[src/rtl/pc_pkg.sv]
// Shared types and default constants for the fetch-stage program-counter sequencer.
package pc_pkg;

  typedef enum logic [1:0] {
    BOOT = 2'd0,
    RUN  = 2'd1,
    HALT = 2'd2
  } pc_state_t;

  localparam logic [31:0] DEFAULT_RESET_VECTOR = 32'h0000_0000;
  localparam logic [31:0] DEFAULT_EXC_VECTOR   = 32'h0000_0180;
  localparam int unsigned ALIGN_BITS           = 2;

endpackage

[src/rtl/pc_sequencer.sv]
// Program counter for the MIPS fetch stage: boot delay, fetch handshake,
// redirect/exception loading, halt/resume, PC confined to a low address window.
module pc_sequencer
  import pc_pkg::*;
#(
  parameter int unsigned N            = 32,
  parameter int unsigned ADDR_BITS    = 20,
  parameter logic [N-1:0] RESET_VECTOR = N'(DEFAULT_RESET_VECTOR),
  parameter logic [N-1:0] EXC_VECTOR   = N'(DEFAULT_EXC_VECTOR),
  parameter int unsigned BOOT_CYCLES  = 2
) (
  input  logic         clk,
  input  logic         reset,
  input  logic         i_Stall,
  input  logic         i_Redirect_Valid,
  input  logic [N-1:0] i_Redirect_Target,
  input  logic         i_Exception,
  input  logic         i_Halt,
  input  logic         i_Resume,
  input  logic         i_Fetch_Ready,
  output logic         o_Fetch_Valid,
  output logic [N-1:0] o_PCValue_dw,
  output logic [N-1:0] o_PCPlus4_dw,
  output logic         o_Misaligned,
  output logic [N-1:0] o_BadAddr_dw
);

  localparam logic [N-1:0] MASK   = N'((64'(1) << ADDR_BITS) - 64'(1));
  localparam logic [N-1:0] EXC_M  = EXC_VECTOR & MASK;
  localparam logic [N-1:0] RST_M  = RESET_VECTOR & MASK;
  localparam int unsigned  CW     = (BOOT_CYCLES > 1) ? $clog2(BOOT_CYCLES) : 1;
  localparam logic [CW-1:0] BOOT_LAST = CW'(BOOT_CYCLES - 1);

  pc_state_t     state, state_next;
  logic [CW-1:0] boot_cnt, boot_cnt_next;
  logic [N-1:0]  pc, pc_next;
  logic [N-1:0]  bad_addr, bad_addr_next;
  logic          misaligned_next;
  logic          active;
  logic          target_misaligned;

  assign active            = (state != BOOT);
  assign target_misaligned = |i_Redirect_Target[ALIGN_BITS-1:0];
  assign o_Fetch_Valid     = (state == RUN) && !i_Stall;
  assign o_PCPlus4_dw      = (pc + N'(4)) & MASK;
  assign o_PCValue_dw      = pc;
  assign o_BadAddr_dw      = bad_addr;

  // Halt/resume transitions are resolved first; exception and misaligned
  // redirect then force RUN on top of them.
  always_comb begin
    pc_next         = pc;
    state_next      = state;
    boot_cnt_next   = boot_cnt;
    bad_addr_next   = bad_addr;
    misaligned_next = 1'b0;

    case (state)
      BOOT: begin
        if (boot_cnt == BOOT_LAST) state_next = RUN;
        else boot_cnt_next = boot_cnt + CW'(1);
      end
      RUN: begin
        if (i_Halt && !i_Exception && !i_Redirect_Valid) state_next = HALT;
      end
      HALT: begin
        if (i_Resume) state_next = RUN;
      end
      default: state_next = BOOT;
    endcase

    if (active && i_Exception) begin
      pc_next    = EXC_M;
      state_next = RUN;
    end else if (active && i_Redirect_Valid) begin
      if (target_misaligned) begin
        pc_next         = EXC_M;
        misaligned_next = 1'b1;
        bad_addr_next   = i_Redirect_Target & MASK;
        state_next      = RUN;
      end else begin
        pc_next = i_Redirect_Target & MASK;
      end
    end else if (o_Fetch_Valid && i_Fetch_Ready) begin
      pc_next = o_PCPlus4_dw;
    end
  end

  always_ff @(posedge clk or posedge reset) begin
    if (reset) begin
      state        <= BOOT;
      boot_cnt     <= '0;
      pc           <= RST_M;
      bad_addr     <= '0;
      o_Misaligned <= 1'b0;
    end else begin
      state        <= state_next;
      boot_cnt     <= boot_cnt_next;
      pc           <= pc_next;
      bad_addr     <= bad_addr_next;
      o_Misaligned <= misaligned_next;
    end
  end

endmodule

[config.mk]
export PLATFORM = sky130hd
export DESIGN_NAME = pc_sequencer
export DESIGN_NICKNAME = d
export VERILOG_FILES = /design/src/rtl/pc_pkg.sv /design/src/rtl/pc_sequencer.sv
export SDC_FILE = /design/constraint.sdc
export NUM_CORES = 1
export LEC_CHECK = 0
export ABC_AREA = 0
export CAP_MARGIN = 15
export CORE_MARGIN = 2
export CORE_UTILIZATION = 50
export CTS_BUF_LIST = sky130_fd_sc_hd__clkbuf_2
export CTS_CLUSTER_DIAMETER = 40
export DETAILED_ROUTE_END_ITERATION = 7
export DONT_BUFFER_PORTS = 1
export PLACE_DENSITY = 0.71
export SYNTH_ARGS = -nofsm -noshare
export SYNTH_HDL_FRONTEND = slang
export SYNTH_SLANG_ARGS = --single-unit
[constraint.sdc]
create_clock -name clk -period 4.8 [get_ports clk]
set_clock_uncertainty 0.15 [all_clocks]
set_input_delay 0 -clock clk [delete_from_list [all_inputs] [get_ports clk]]
set_output_delay 0 -clock clk [all_outputs]
set_load 0.05 [all_outputs]
Yosys cells after proc, flatten, opt, wreduce, memory -nomap -nowiden

Index checks and enable logic that the tools add are counted.

Output and inout bits: 98
Bits in read-only memories: 0
Input bits: 40
Logic and storage cells: 39
Memories: 0
RAM bits: 0
Bits in latches: 0
Register bits: 56

Shift-type cells: 0
Equal/unequal tests: 2
Bitwise gates (word level): 1
Reduce and logical (&&, ||, !) cells: 14
Div/mod/pow operators: 0
Order comparisons: 0
Add/sub/neg operators: 2
Mux-type cells: 15
Multiply operators: 0

Operators by type and width:

| kind                    | count |
|---|---|
| $mux W32                | 3 |
| $add A20 B3 Y20 const B | 1 |
| $mux W20                | 1 |
| $mux W2                 | 6 |
| $logic_and A1 B1 Y1     | 6 |
| $pmux W2 S3             | 1 |
| $mux W1                 | 4 |
| $logic_not A1 Y1        | 3 |
| $reduce_and A3 Y1       | 1 |
| $reduce_bool A3 Y1      | 1 |
| $eq A2 B1 Y1 const B    | 1 |
| $eq A2 B2 Y1 const B    | 1 |
| $logic_not A2 Y1        | 1 |
| $reduce_bool A2 Y1      | 1 |
| $reduce_or A2 Y1        | 1 |
| $add A1 B1 Y1 const B   | 1 |
| $not A1 Y1              | 1 |

Logic depth before layout (Yosys ltp)

Gate-level depths: netlist (run 1).

Depth after elaboration: 8
Gate-level depth with buffers: 6
Mapped depth without buffers: 5

Least setup slack after synthesis (run 1)

No wires, ideal clock.

Path kind: reg2out
Start point: register pc[2] (netlist: o_PCValue_dw[2])
End point: output port o_PCPlus4_dw[12]
Required time: 4.650 ns
Path slack: 2.250 ns
Data arrival time: 2.400 ns
Cell stages (with the launch flop): 5
Cell sequence: dfrtp_1 ha_1 nand3_2 nor4_2 xor2_1

Word-level cells in the longest chain between the ends: 1

RTL lines:

| what                   | line               | source |
|---|---|---|
| from (decl)            | pc_sequencer.sv:36 | `logic [N-1:0] pc, pc_next;` |
| from (signal assigned) | pc_sequencer.sv:99 | `pc <= pc_next;` |
| $add A20 B3 Y20        | pc_sequencer.sv:45 | `assign o_PCPlus4_dw = (pc + N'(4)) & MASK;` |
| to (decl)              | pc_sequencer.sv:23 | `output logic [N-1:0] o_PCPlus4_dw,` |

No other way between the ends.

Worst setup path after layout (run 1)

Start point: register pc[7] (netlist: o_PCValue_dw[7])
End point: output port o_PCPlus4_dw[19]

The elaborated chain is that of the path after synthesis.

==> results of run 1 <==
-- layer usage --
layer	share of wire	track usage	up-vias
met5	0	0	-
met4	0.0088	0.0579	0
met3	0.079	0.0535	6
met2	0.51	0.372	115
met1	0.40	0.271	1030
li1	-	-	992
-- worst reg2reg max path: stages, from the launching register on --
cell and delay (ps):
dfrtp_1 640, o21ai_2 240, nor3_4 890, mux2_2 420, dlygate4sd3_1 590
-- timing repair --
action / CTS / global route
hold buffers: 49 / 0
endpoints found under the setup margin: 0 / 0
endpoints found under the hold margin: 88 / 0
-- kinds of logic after synthesis --
family,share of synthesized area
DFF,0.403
adders and majority gates,0.00458
xor gates and xnor gates,0.0513
and+or+nand+nor,0.167
buffers and inverters,0.137
muxes,0.0860
other,0.00137
AOI/OAI and AO/OA,0.151
-- per-stage QoR --
step,util,cell area (sq um),std cells,hold slack (ps),total power [mW]
2_1_floorplan,-,2870,310,-15.3,0.859
3_5_place_dp,0.503,2620,330,-47.1,0.867
3_3_place_gp,0.503,2620,330,-46.4,0.860
5_1_grt,0.602,3130,384,21.8,1.11
4_1_cts,0.602,3130,384,29.9,1.07
6_report,0.602,3130,384,45.8,1.07
-- final timing paths --
path / endpoint / startpoint / depth (start not counted) / slack (ps)
worst max register to register: o_BadAddr_dw[11] / state[1] / 4 / 1770
worst min-delay path: o_PCValue_dw[8] / i_Fetch_Ready / 3 / 50
max in group asynchronous: o_BadAddr_dw[10] / reset / 2 / 3840
min in group asynchronous: state[0] / reset / 2 / 90
worst max-delay path: o_PCPlus4_dw[19] / o_PCValue_dw[7] / 4 / 1360
worst min register to register: boot_cnt / boot_cnt / 1 / 380
-- sequential cells by signal (all words and copies together) (netlist names) --
| register | cells |
|---|---|
| boot_cnt | 1 |
| o_BadAddr_dw | 20 |
| o_Misaligned | 1 |
| o_PCValue_dw | 20 |
| state | 2 |
-- cells in the final DEF (no fill, tap or decap), types with 6 or more instances in the layout --
| cell | instances |
|---|---|
| xor2_1 | 10 |
| nand2_1 | 10 |
| a21oi_1 | 9 |
| inv_1 | 6 |
| dlygate4sd3_1 | 49 |
| nor2_1 | 22 |
| dfrtp_1 | 44 |
| a22oi_1 | 9 |
| o2bb2ai_1 | 9 |
| mux2_2 | 19 |
| o21ai_0 | 16 |
| conb_1 | 36 |
| xnor2_1 | 6 |
-- power by group --
| part | total, mW | switching [mW] | internal [mW] | leakage [nW] |
|---|---|---|---|---|
| Combinational | 0.307 | 0.195 | 0.112 | 0.742 |
| Sequential | 0.628 | 0.216 | 0.412 | 0.543 |
| Clock | 0.135 | 0.107 | 0.0279 | 0.0208 |
-- cell type report --
class | instances | share of cell area
Clock buffer | 5 | 0.00799
Multi-Input combinational cell | 209 | 0.447
Tap cell | 70 | 0.0280
Sequential cell | 44 | 0.352
Inverter | 7 | 0.00839
Timing Repair Buffer | 49 | 0.157
==> run summary, run 1 <==
Final setup margin - 1360 ps
Async S/R FF share, synth - 1.00
Total clock sinks - 44
CTS clock-pin slew for the worst setup and hold paths - 190 ps
Mean number of vias per cell - 5.58
Top-count cell post-synth - dfrtp_1
Data required, critical path - 4650 ps
Nets - 357
Area growth syn-to-layout - 14.6%
EDFF count, synth - 0
Vias in the first global route - 2052
Root Driver - clkbuf_2
Max-cap violation count - 0
First-pass GRT wire length - 10400 um
Vias - 2143
Largest area contributor in the netlist - dfrtp_1
Total Routing Usage GR - 0.216
VDD IR-drop max - 232 uV
DRT Pass-1 Iters - 4
Post-CTS sizing - 0
Power Dens Cells - 342 nW/um^2
Status - completed
Delay-heaviest family, CP - simple AND/OR/NAND/NOR gates
Die footprint - 6080 sq um
P_leak - 1.31 nW
Synth top area share - 0.403
Detailed Place HPWL - 4300 um
Crit. End Element - output port
Fin. Hold Viols - 0
Post-synth cell types - 49
IO buf count - 0
Syn Area/Cell - 9.94 sq um
Fraction of layout cells with a size suffix above 1 - 0.137
Final Max Tran Viols - 0
Post-synth top cells - 44 x dfrtp_1, 38 x buf_4, 22 x nor2_1
Worst path bufs/invs - 0
Critical Path Max Stage Delay - 810 ps
Syn Std Cell Area - 2730 sq um
Final setup TNS - 0 ps
Ranking of synthesized cells by area - dfrtp_1 40%, buf_4 10%, mux2_2 7.8%
Pre-CTS setup slack - 1870 ps
CTS Buf Count - 5
Worst-case clock buffer depth - 2
Hold WC Path Type - input pin to flip-flop
CP Launch Type - flip-flop
Period utilization - 0.717
Post-CTS Setup Inserts - 0
Min Clock Period, post-route - 3440 ps
Starting Density - 0.525
Cell row count - 26
H-tree depth - 2
Worst Max-Slew Pin Slew - 1170 ps
Vert. Die Dim - 77.9 um
Residual DRC - 0
Routed wire length per instance - 17.4 um
Post-Route WL - 6680 um
Critical Path Fanout Max - 11
Final setup fails - 0
Filler Cells Inserted - 464
Number of synthesis warnings - 0
Arr. time, crit path - 3290 ps
Die X-Extent - 77.9 um
GPL Wtd Cong - 0.868
Slew HR - 0.216
Critical path class - flip-flop to output port
Initial antenna violation count - 0
Drt initial violations - 139
Register area - 1100 sq um
Synthesized flop and latch total - 44
Syn Inst Count - 275
N_diodes - 0
Clock Latency Late Sink - 380 ps
Post-route ant nets - 0
Slowest CP cell - xor2_1
Max Fclk - 291 MHz
Area occupied by multi-input gates - 1400 sq um
RSZ-0062 raised after global routing - no
Top_reg_cell synth - dfrtp_1
Ports - 138
Seq/Total Area, Yosys - 0.403
Largest net degree at the start of global routing - 45
GRT overflow - 0
CTS tree - done
Core area - 5200 sq um
CP Cell Sequence - nand3_1 -> or3_1 -> nor2_1 -> xor2_1
No activity file was read; power rests on OpenSTA's default activity.
==> run 2: changes to the inputs <==
==> constraint.sdc (replaced) <==
create_clock -name clk -period 3.2 [get_ports clk]
set_clock_uncertainty 0.15 [all_clocks]
set_input_delay 0 -clock clk [delete_from_list [all_inputs] [get_ports clk]]
set_output_delay 0 -clock clk [all_outputs]
set_load 0.05 [all_outputs]
==> run 2 against run 1 <==
Final cell count increased by 8.1%; flip-flop and latch count unchanged; register-to-register slack worse by 1300 ps; cell area is 7.4% higher; sequential share of layout area down 2.4 points; non-clock buffer count is 29 higher; total power is 56% higher; die area did not move.
==> run summary, run 2 (same netlist as run 1, synthesis figures left out) <==
Post-layout util - 0.646
P_int - 0.876 mW
GPL Wtd Cong - 0.784
Hold Path Depth - 4
Crit. End Element - flip-flop
Global Route met1 Usage - 0.294
Ports - 138
Die footprint - 6080 sq um
Starting Density - 0.525
Routed wire length per instance - 16.4 um
Commonest non-fill, non-tap cell in the layout - dlygate4sd3_1
Power Dens Cells - 497 nW/um^2
Vias in the first global route - 2292
Clock power share - 0.136
Final setup TNS - 0 ps
Fin Hold WS - 48.8 ps
R2r endpoint - o_PCValue_dw[9]
Total Routing Usage GR - 0.236
M3 GR Usage - 0.0628
Worst Max-Slew Pin Slew - 1160 ps
Residual DRC - 0
Final Max Tran Viols - 0
Die X-Extent - 77.9 um
P_leak - 1.46 nW
Hold EP - o_PCValue_dw[8]
Pre-CTS setup slack - 1000 ps
VDD IR-drop max - 322 uV
Met2 Resource Use GR - 0.406
DRT Pass-1 Iters - 4
Most frequent cells in the layout - 50 x dlygate4sd3_1, 44 x dfrtp_1, 36 x conb_1
Fraction of layout cells with a size suffix above 1 - 0.212
Max-cap violation count - 0
Design area - 3360 sq um
Clock Latency Late Sink - 410 ps
Drt initial violations - 114
Vias - 2234
Dpl cell area - 2830 sq um
R2r setup slk - 470 ps
Post-Route WL - 6790 um
Min Clock Period, post-route - 2730 ps
Core area - 5200 sq um
Switching share of total power - 0.476
R2R depth - 6
Hold WC Path Type - input pin to flip-flop
Total clock sinks - 44
Mean number of vias per cell - 5.38
R2R Path Start - state[1]
Combinational Power Share - 0.337
H-tree depth - 2
First-pass GRT wire length - 11500 um
Post-route ant nets - 0
Psw - 0.796 mW
Nets - 386
Largest net degree at the start of global routing - 45
Detailed Place HPWL - 4590 um
Root Driver - clkbuf_2
Slew HR - 0.220
Arr. time, crit path - 2930 ps
N_diodes - 0
Top Usage Layer GRT - met2
Final Total Pwr - 1.67 mW
GRT overflow - 0
Status - completed
CP Launch Type - flip-flop
Critical Path Fanout Max - 13
Period utilization - 0.854
CTS Buf Count - 5
Vert. Die Dim - 77.9 um
Hold path start - i_Fetch_Ready
Critical path class - flip-flop to flip-flop
IO buf count - 0
Initial antenna violation count - 0
Post-CTS Setup Inserts - 0
Cell Count Post-Placement - 358
Filler Cells Inserted - 440
Power share of the sequential group - 0.528
Max Fclk - 366 MHz
RSZ-0062 raised after global routing - no
Worst-case clock buffer depth - 2
CTS tree - done
Cell row count - 26
Data required, critical path - 3400 ps
Area growth syn-to-layout - 23.0%
CTS clock-pin slew for the worst setup and hold paths - 210 ps
Fin. Hold Viols - 0
Final setup fails - 0
Final setup margin - 469 ps
Finished Layout Cells - 415
==> run 2: changes by cell type in the layout (fill, tap and decap cells not counted) <==
cell | previous run | this run
dlygate4sd3_1 | 49 | 50
clkinv_2 | 0 | 1
clkbuf_2 | 5 | 6
buf_4 | 0 | 28
==> run 2: power groups by stage <==
stage / registers [mW] / logic (mW) / clock network (mW)
final: 0.882 / 0.563 / 0.227
after global routing: 0.892 / 0.601 / 0.257
after CTS: 0.882 / 0.559 / 0.240
after detailed placement: 0.892 / 0.454 / 0
after global placement: 0.888 / 0.445 / 0
after floorplan: 0.925 / 0.363 / 0
==> run 2: worst max-delay path by stage <==
stage / startpoint / endpoint
6_report: state[1] / o_PCValue_dw[9]
5_1_grt: state[1] / o_PCValue_dw[16]
4_1_cts: state[1] / o_PCValue_dw[9]
3_5_place_dp: o_PCValue_dw[8] / o_PCPlus4_dw[13]
3_3_place_gp: o_PCValue_dw[8] / o_PCPlus4_dw[13]
2_1_floorplan: o_PCValue_dw[2] / o_PCPlus4_dw[12]
==> run 2: routing by layer <==
metal / routed length [um] / part of all wire / vias up
li1: - / - / 1050
met1: 2750 / 0.40 / 1060
met2: 3460 / 0.51 / 116
met3: 528 / 0.078 / 8
met4: 58 / 0.0085 / 0
met5: 0 / 0 / -
==> run 2: layout make-up <==
class / count / area, sq um / area share
clock buffer: 6 / 30.0 / 0.00893
clock inverter: 1 / 5.00 / 0.00149
inverter: 7 / 26.3 / 0.00782
multi-input combinational: 209 / 1400 / 0.417
sequential: 44 / 1100 / 0.328
tap: 70 / 87.6 / 0.0261
timing repair buffer: 78 / 711 / 0.211
==> run 2: worst max-delay path, stage by stage (launching register included) <==
cell	delay, ps
dfrtp_1	570
nor4bb_1	320
dlygate4sd3_1	580
nand2_1	70
dlygate4sd3_1	660
o21ai_0	210
o2bb2ai_1	130
==> run 2: repair_timing <==
item                                   4_1_cts  5_1_grt
setup endpoints to repair                    0        0
endpoints found under the hold margin       88        0
hold buffers                                50        0
resized for setup                            0        0
==> run 3: changes to the inputs <==
--- a/config.mk
+++ b/config.mk
@@ -13,6 +13,7 @@
 export CTS_CLUSTER_DIAMETER = 40
 export DETAILED_ROUTE_END_ITERATION = 7
 export DONT_BUFFER_PORTS = 1
+export MAX_ROUTING_LAYER = met4
 export PLACE_DENSITY = 0.71
 export SYNTH_ARGS = -nofsm -noshare
 export SYNTH_HDL_FRONTEND = slang
==> run 3 against run 2 <==
Die area unchanged; combinational power about the same; sequential power about the same; sequential share of layout area unchanged; largest cell class unchanged; clock power increased by 3%; wire length increased by 0.43%; non-clock buffer count unchanged; maximum frequency about the same; critical path type unchanged; worst setup slack got worse by 1.2 ps.
==> run summary, run 3 (same netlist as run 1, synthesis figures left out) <==
Crit. End Element - flip-flop
Post-CTS Setup Inserts - 0
Critical Path Fanout Max - 13
DRT Pass-1 Iters - 4
Total clock sinks - 44
Power share of the sequential group - 0.525
Fin Hold WS - 19.0 ps
Design area - 3360 sq um
Switching share of total power - 0.478
CTS Hold Buffers Added - 50
Min Clock Period, post-route - 2730 ps
Starting Density - 0.525
Final setup TNS - 0 ps
Clock Latency Late Sink - 430 ps
P_int - 0.876 mW
GPL Wtd Cong - 0.795
Final Max Tran Viols - 0
Post-CTS sizing - 0
Status - completed
Clock power share - 0.139
Psw - 0.803 mW
Vias - 2238
Hold WC Path Type - input pin to flip-flop
CTS clock-pin slew for the worst setup and hold paths - 230 ps
Max Fclk - 366 MHz
Worst Max-Slew Pin Slew - 1160 ps
Detailed Place HPWL - 4590 um
Slew HR - 0.220
Fin. Hold Viols - 0
P_leak - 1.46 nW
CTS Buf Count - 5
Max-cap violation count - 0
Cell row count - 26
Slowest CP cell - dlygate4sd3_1
Area growth syn-to-layout - 23.0%
Ports - 138
First-pass GRT wire length - 11500 um
Core area - 5200 sq um
Fraction of layout cells with a size suffix above 1 - 0.212
Initial antenna violation count - 0
Root Driver - clkbuf_2
Most frequent cell on the critical path - dlygate4sd3_1
RSZ-0062 raised after global routing - no
Final setup fails - 0
CP Cell Sequence - nor4bb_1 -> dlygate4sd3_1 -> nand2_1 -> dlygate4sd3_1 -> o21ai_0 -> o2bb2ai_1
Die footprint - 6080 sq um
Period utilization - 0.854
Combinational Power Share - 0.336
N_diodes - 0
Most frequent cells in the layout - 50 x dlygate4sd3_1, 44 x dfrtp_1, 36 x conb_1
IO buf count - 0
Final setup margin - 467 ps
CP Launch Type - flip-flop
Critical path class - flip-flop to flip-flop
Data required, critical path - 3430 ps
Mean number of vias per cell - 5.39
H-tree depth - 2
Nets - 386
Total Routing Usage GR - 0.243
Cell Count Post-Placement - 358
Die X-Extent - 77.9 um
CTS tree - done
Arr. time, crit path - 2960 ps
Finished Layout Cells - 415
Commonest non-fill, non-tap cell in the layout - dlygate4sd3_1
Critical Path Max Stage Delay - 670 ps
VDD IR-drop max - 323 uV
GRT overflow - 0
Largest net degree at the start of global routing - 45
Worst-case clock buffer depth - 2
Dpl cell area - 2830 sq um
Pre-CTS setup slack - 1000 ps
Residual DRC - 0
Post-route ant nets - 0
Drt initial violations - 165
Vias in the first global route - 2298
Routed wire length per instance - 16.4 um
Post-Route WL - 6820 um
Power Dens Cells - 499 nW/um^2
Vert. Die Dim - 77.9 um
[run 3: cell counts in the layout (fill, tap and decap cells not counted)]
No cell type changed its count.
[run 3: through the flow]
| step | power (mW) | utilization |
|---|---|---|
| after floorplan | 1.29 | - |
| after global placement | 1.33 | 0.543 |
| after detailed placement | 1.35 | 0.543 |
| after CTS | 1.68 | 0.646 |
| after global routing | 1.75 | 0.646 |
| final | 1.68 | 0.646 |
[run 3: cell type report]
| class | count | area [sq um] |
|---|---|---|
| Clock buffer | 6 | 30.0 |
| Clock inverter | 1 | 5.00 |
| Fill cell | 440 | 1840 |
| Inverter | 7 | 26.3 |
| Multi-Input combinational cell | 209 | 1400 |
| Sequential cell | 44 | 1100 |
| Tap cell | 70 | 87.6 |
| Timing Repair Buffer | 78 | 711 |
[run 3: final timing paths]
path	cells past startpoint	slack, ps	end	from
max	6	470	o_PCValue_dw[9]	state[1]
min	4	20	o_PCValue_dw[8]	i_Fetch_Ready
max reg2reg	6	470	o_PCValue_dw[9]	state[1]
min reg2reg	1	360	boot_cnt	boot_cnt
max in group asynchronous	2	2260	o_PCValue_dw[19]	reset
min in group asynchronous	2	60	o_BadAddr_dw[13]	reset
[run 3: worst max-delay path: cells and delay by family, from the launching register on]
| kind | cells | cell delay [ps] |
|---|---|---|
| buffers and inverters | 2 | 1250 |
| flip-flops | 1 | 570 |
| AND/OR/NAND/NOR | 2 | 390 |
| AO/OA/AOI/OAI | 2 | 350 |
[run 3: per-layer routing]
layer  GRT usage  up-vias  wire, um
met1       0.298     1083      2920
met2       0.408       96      3430
met5           -        -         0
li1            -     1048         -
met4      0.0632        0        80
met3      0.0523       11       388
[run 3: power groups by stage]
stage	Sequential [mW]	Clock, mW	Combinational [mW]
floorplan	0.925	0	0.363
global placement	0.888	0	0.445
detailed placement	0.892	0	0.454
CTS	0.882	0.240	0.559
global route	0.891	0.257	0.600
finish	0.882	0.233	0.564
